File: config.mk
export PLATFORM = sky130hd
export DESIGN_NAME = spi_initiator
export DESIGN_NICKNAME = d
export VERILOG_FILES = /design/src/rtl/spi_pkg.sv /design/src/rtl/spi_sck_div.sv /design/src/rtl/spi_initiator.sv
export SDC_FILE = /design/constraint.sdc
export NUM_CORES = 1
export LEC_CHECK = 0
export CORE_UTILIZATION = 53
export CTS_CLUSTER_DIAMETER = 120
export CTS_CLUSTER_SIZE = 28
export DETAILED_ROUTE_END_ITERATION = 8
export PLACE_DENSITY = 0.83
export SKIP_CTS_REPAIR_TIMING = 1
export SLEW_MARGIN = 10
export SYNTH_ARGS = -nofsm -noshare
export SYNTH_HDL_FRONTEND = slang
export SYNTH_SLANG_ARGS = --single-unit
File: constraint.sdc
create_clock -name clk -period 3.2 [get_ports clk]
set_clock_uncertainty 0.15 [all_clocks]
set_input_delay 0.64 -clock clk [delete_from_list [all_inputs] [get_ports clk]]
set_output_delay 0.64 -clock clk [all_outputs]
set_load 0.02 [all_outputs]
File: src/rtl/spi_pkg.sv
// Shared definitions for the SPI initiator: FSM state encoding and default parameters.
package spi_pkg;

   typedef enum logic [2:0] {
      IDLE = 3'd0,
      LEAD = 3'd1,
      LOW  = 3'd2,
      HIGH = 3'd3,
      DONE = 3'd4
   } spi_state_t;

   localparam int DEF_DATA_WIDTH = 8;
   localparam int DEF_CLK_DIV    = 2;
   localparam int DEF_NUM_CS     = 4;

endpackage

File: src/rtl/spi_sck_div.sv
// Phase timer: tick marks the last clk cycle of a CLK_DIV-long SCK phase.
module spi_sck_div #(
   parameter int CLK_DIV = 2
) (
   input  logic clk,
   input  logic rst,
   input  logic restart,
   output logic tick
);

   logic [7:0] cnt;

   // restart is asserted on every state change, so each phase counts from zero
   always_ff @(posedge clk or posedge rst) begin
      if (rst) begin
         cnt <= 8'd0;
      end else if (restart) begin
         cnt <= 8'd0;
      end else begin
         cnt <= cnt + 8'd1;
      end
   end

   assign tick = (cnt == 8'(CLK_DIV - 1));

endmodule

File: src/rtl/spi_initiator.sv
// SPI mode-3 initiator: one frame per request, MSB first, all pins driven from flops.
// Handshake: a frame is accepted on a clk edge where tx_valid && tx_ready; tx_ready is high only in IDLE.
module spi_initiator
   import spi_pkg::*;
#(
   parameter int DATA_WIDTH = DEF_DATA_WIDTH,
   parameter int CLK_DIV    = DEF_CLK_DIV,
   parameter int NUM_CS     = DEF_NUM_CS,
   parameter int CS_W       = $clog2(NUM_CS)
) (
   input  logic                  clk,
   input  logic                  rst,
   input  logic                  tx_valid,
   output logic                  tx_ready,
   input  logic [DATA_WIDTH-1:0] tx_data,
   input  logic [CS_W-1:0]       tx_cs,
   output logic                  rx_valid,
   output logic [DATA_WIDTH-1:0] rx_data,
   output logic                  busy,
   output logic                  sck,
   output logic [NUM_CS-1:0]     csn,
   output logic                  mosi,
   input  logic                  miso,
   output logic [2:0]            state
);

   localparam int BIT_W = (DATA_WIDTH > 1) ? $clog2(DATA_WIDTH) : 1;

   spi_state_t            state_q, state_d;
   logic                  tick;
   logic                  accept;
   logic                  last_bit;
   logic [BIT_W-1:0]      bit_cnt;
   logic [DATA_WIDTH-1:0] tx_shift;
   logic [DATA_WIDTH-1:0] rx_shift;
   logic [CS_W-1:0]       cs_q;
   logic [CS_W-1:0]       cs_sel;
   logic [NUM_CS-1:0]     csn_d;

   assign accept   = tx_valid && tx_ready;
   assign last_bit = (bit_cnt == BIT_W'(DATA_WIDTH - 1));
   assign state    = state_q;

   spi_sck_div #(.CLK_DIV(CLK_DIV)) u_div (
      .clk     (clk),
      .rst     (rst),
      .restart (state_d != state_q),
      .tick    (tick)
   );

   always_comb begin
      state_d = state_q;
      case (state_q)
         IDLE:    if (accept) state_d = LEAD;
         LEAD:    if (tick) state_d = LOW;
         LOW:     if (tick) state_d = HIGH;
         HIGH:    if (tick) state_d = last_bit ? DONE : LOW;
         DONE:    state_d = IDLE;
         default: state_d = IDLE;
      endcase
   end

   // at the acceptance edge the latched index is not yet valid, so use the live input
   always_comb begin
      cs_sel = accept ? tx_cs : cs_q;
      csn_d  = '1;
      if (state_d == LEAD || state_d == LOW || state_d == HIGH) begin
         csn_d[cs_sel] = 1'b0;
      end
   end

   always_ff @(posedge clk or posedge rst) begin
      if (rst) begin
         state_q  <= IDLE;
         tx_ready <= 1'b0;
         busy     <= 1'b0;
         rx_valid <= 1'b0;
         rx_data  <= '0;
         sck      <= 1'b1;
         csn      <= '1;
         mosi     <= 1'b0;
         tx_shift <= '0;
         rx_shift <= '0;
         bit_cnt  <= '0;
         cs_q     <= '0;
      end else begin
         state_q  <= state_d;
         tx_ready <= (state_d == IDLE);
         busy     <= (state_d != IDLE);
         rx_valid <= (state_d == DONE);
         sck      <= (state_d != LOW);
         csn      <= csn_d;
         if (accept) begin
            tx_shift <= tx_data;
            cs_q     <= tx_cs;
            bit_cnt  <= '0;
         end
         // mosi only moves when SCK falls; it holds its value everywhere else
         if (state_q != LOW && state_d == LOW) begin
            mosi <= tx_shift[DATA_WIDTH-1];
         end
         if (state_q == LOW && state_d == HIGH) begin
            tx_shift <= {tx_shift[DATA_WIDTH-2:0], 1'b0};
            rx_shift <= {rx_shift[DATA_WIDTH-2:0], miso};
         end
         if (state_q == HIGH && state_d == LOW) begin
            bit_cnt <= bit_cnt + BIT_W'(1);
         end
         if (state_d == DONE) begin
            rx_data <= rx_shift;
         end
      end
   end

endmodule

==> results.md <==
- Largest net degree at the start of global routing: 33
- Top_reg_cell synth: dfrtp_1
- Fmax: 407.3 MHz
- Power per cell area: 847.4 mW/mm2
- Clock-pin slew on the worst setup and hold paths: 0.09 ns
- Met3 usage: 7.292%
- H-Tree Depth: 2
- Ports: 34
- Design area: 0.002649 mm2
- Top post-synthesis cells by area: dfrtp_1 (51%), mux2_2 (16%), dfstp_2 (6.1%), nor3_1 (2.6%), ha_1 (2.3%)
- Simple-Gate Fraction of Synth Area: 12.09%
- Skew-Pair Late Insertion Delay: 0.30 ns
- Post-route clock period utilization: 76.73%
- Met1 global-route usage: 26.39%
- Worst r2r src: u_div.cnt[1]
- Sequential element share of the synthesized area: 57.27%
- Arr. time, crit path: 2.49 ns
- CTS tree: built
- Clock Tree Buf Depth: 2
- Post-layout util: 70.24%
- Die Span Y: 65.72 um
- Total Routed Length: 4066 um
- Tmin final: 2.455 ns
- Synthesized instance count: 169
- Synth Area in Compound Gates: 6.047%
- Pre-CTS setup slack: 0.7021 ns
- Outcome: complete, no violations
- GRT Residual Overflow: 0
- Slew Limit Fails: 0
- Initial Utilization: 57.07%
- Row Count: 22
- Max-cap viol count: 0
- Worst-Margin Slew: 0.8128 ns
- Post-synth EDFFs: 0
- Mux contribution to synthesized area: 18.55%
- DRT Pass-1 Iters: 4
- VDD IR max: 487.3 uV
- Core footprint: 0.003771 mm2
- GRT met2 Usage: 35.46%
- Number of cells after detailed placement: 246
- Most frequent cells in the layout: dfrtp_1 (44), clkdlybuf4s50_1 (33), mux2_2 (30)
- Nets: 223
- Relative slew slack: 45.40%
- Global-route wire length before repair: 6796 um
- Setup ws final: 0.7447 ns
- Vias: 1481
- Iter 0 DRT Violations: 135
- Pleak: 1.174 nW
- Post-DRT Antenna Nets: 0
- Die area: 0.004319 mm2
- Routability cong.: 0.9363
- YS warnings: 0
- Port bufs: 33
- Vias/cell: 5.831
- Num CTS Buffers: 5
- CTS Sinks: 49
- Initial antenna violation count: 0
- Top cell type's share of synthesized area: 51.16%
- Type of origin of the critical path: flip-flop
- DP Wirelength: 2931 um
- Drt wl/cell: 16.01 um
- XOR/XNOR Fraction of Synth Area: 1.221%
- Area Growth Syn to Fin: 23.08%
- Main combinational cell family by area after synthesis: multiplexers
- TNS Setup: 0 ns
- Gr usage total: 21.32%
- Number of global-route vias before repair: 1469
- Asr flop ratio synth: 100.0%
- Busiest grt layer: met2
- Placed cell area: 0.002534 mm2
- N_diodes: 0
- Syn Area/Cell: 12.73 um2
- CTS root buf: clkbuf_8
- DRC viols: 0
- CP Class: flip-flop to flip-flop
- RSZ-0062 raised after global routing: no
- Syn_nets: 187
- Die outline width: 65.72 um
- Non-Filler Instances: 254
- Mapped Area: 0.002152 mm2
- Critical path endpoint category: flip-flop
- Min-Delay Path Class: flip-flop to flip-flop
- Share of layout cells above drive strength 1: 23.79%
- Final Hold Fails: 0
- Seq cells post-synth: 49
- Hold_sp: rx_shift[7]
- Count of final setup violators: 0
- Synth Area in Adders: 2.326%
- Critical path fanouts, max: 8
- Synth area leader: dfrtp_1
- CP startpoint: u_div.cnt[1]
- Netlist cell types: 35
- Leading cell type in the layout, fill and taps excluded: dfrtp_1
- Worst Path Required: 3.24 ns
routing by layer:
layer	wire length [um]	share of wire [%]	up-vias
met5	0	0	-
met3	274	6.7	5
met2	2038	50	59
met1	1713	42	732
met4	40	0.98	0
li1	-	-	685
cell usage after synthesis, types with 4 or more instances:
| cell type | n |
|---|---|
| mux2_2 | 30 |
| a211oi_1 | 4 |
| nor3_1 | 11 |
| o2111ai_1 | 4 |
| nand3_1 | 7 |
| dfrtp_1 | 44 |
| ha_1 | 4 |
| clkbuf_1 | 5 |
| mux2i_1 | 5 |
| inv_1 | 8 |
| nand2_1 | 9 |
| dfstp_2 | 5 |
critical path, stage by stage, from the launching register on:
cell and delay [ns]:
dfrtp_1 0.44, inv_1 0.07, ha_1 0.17, or3b_2 0.54, nor4_4 0.56, mux2_2 0.41
logic make-up after synthesis:
group	count (synthesis)
DFF	49
and+or+nand+nor	45
muxes	36
AOI/OAI and AO/OA	18
buffers and inverters	14
adders and majority gates	4
xor gates and xnor gates	3
worst paths after layout:
path | end | slack, ns | depth (start not counted)
hold reg to reg | rx_data[7] | 0.35 | 1
setup reg to reg | rx_data[0] | 0.74 | 5
hold / removal | rx_data[7] | 0.35 | 1
setup / recovery | rx_data[0] | 0.74 | 5
max in group asynchronous | csn[1] | 1.68 | 3
min in group asynchronous | rx_shift[3] | 0.47 | 2
area by class of cell:
type	instances	area, um2
flip-flops and latches	49	1232
repair buffers	35	345.3
clock buffers	5	68.82
fillers	254	1122
well taps	48	60.06
inverters	8	30.03
clock inverters	3	46.29
multi-input cells	106	865.8
stage by stage:
step | hold WS, ns | power, mW
after global placement | 0.3184 | 1.737
after global routing | 0.3789 | 2.381
after CTS | 0.3616 | 2.251
after floorplan | 0.3019 | 1.544
after detailed placement | 0.3380 | 1.805
final | 0.3539 | 2.245
sequential cells by signal (all words and copies together), names as in the netlist, 2 cells and up:
name / count
rx_shift: 8
u_div.cnt: 8
bit_cnt: 3
tx_shift: 8
state: 3
rx_data: 8
csn: 4
cs_q: 2
report_power, final:
group          total [mW]  internal [mW]  leakage (nW)  switching, mW
clock               0.444          0.234        0.0543          0.210
combinational       0.796          0.400         0.510          0.397
sequential           1.00          0.846         0.610          0.158
Power figures use the tool's default switching activity.
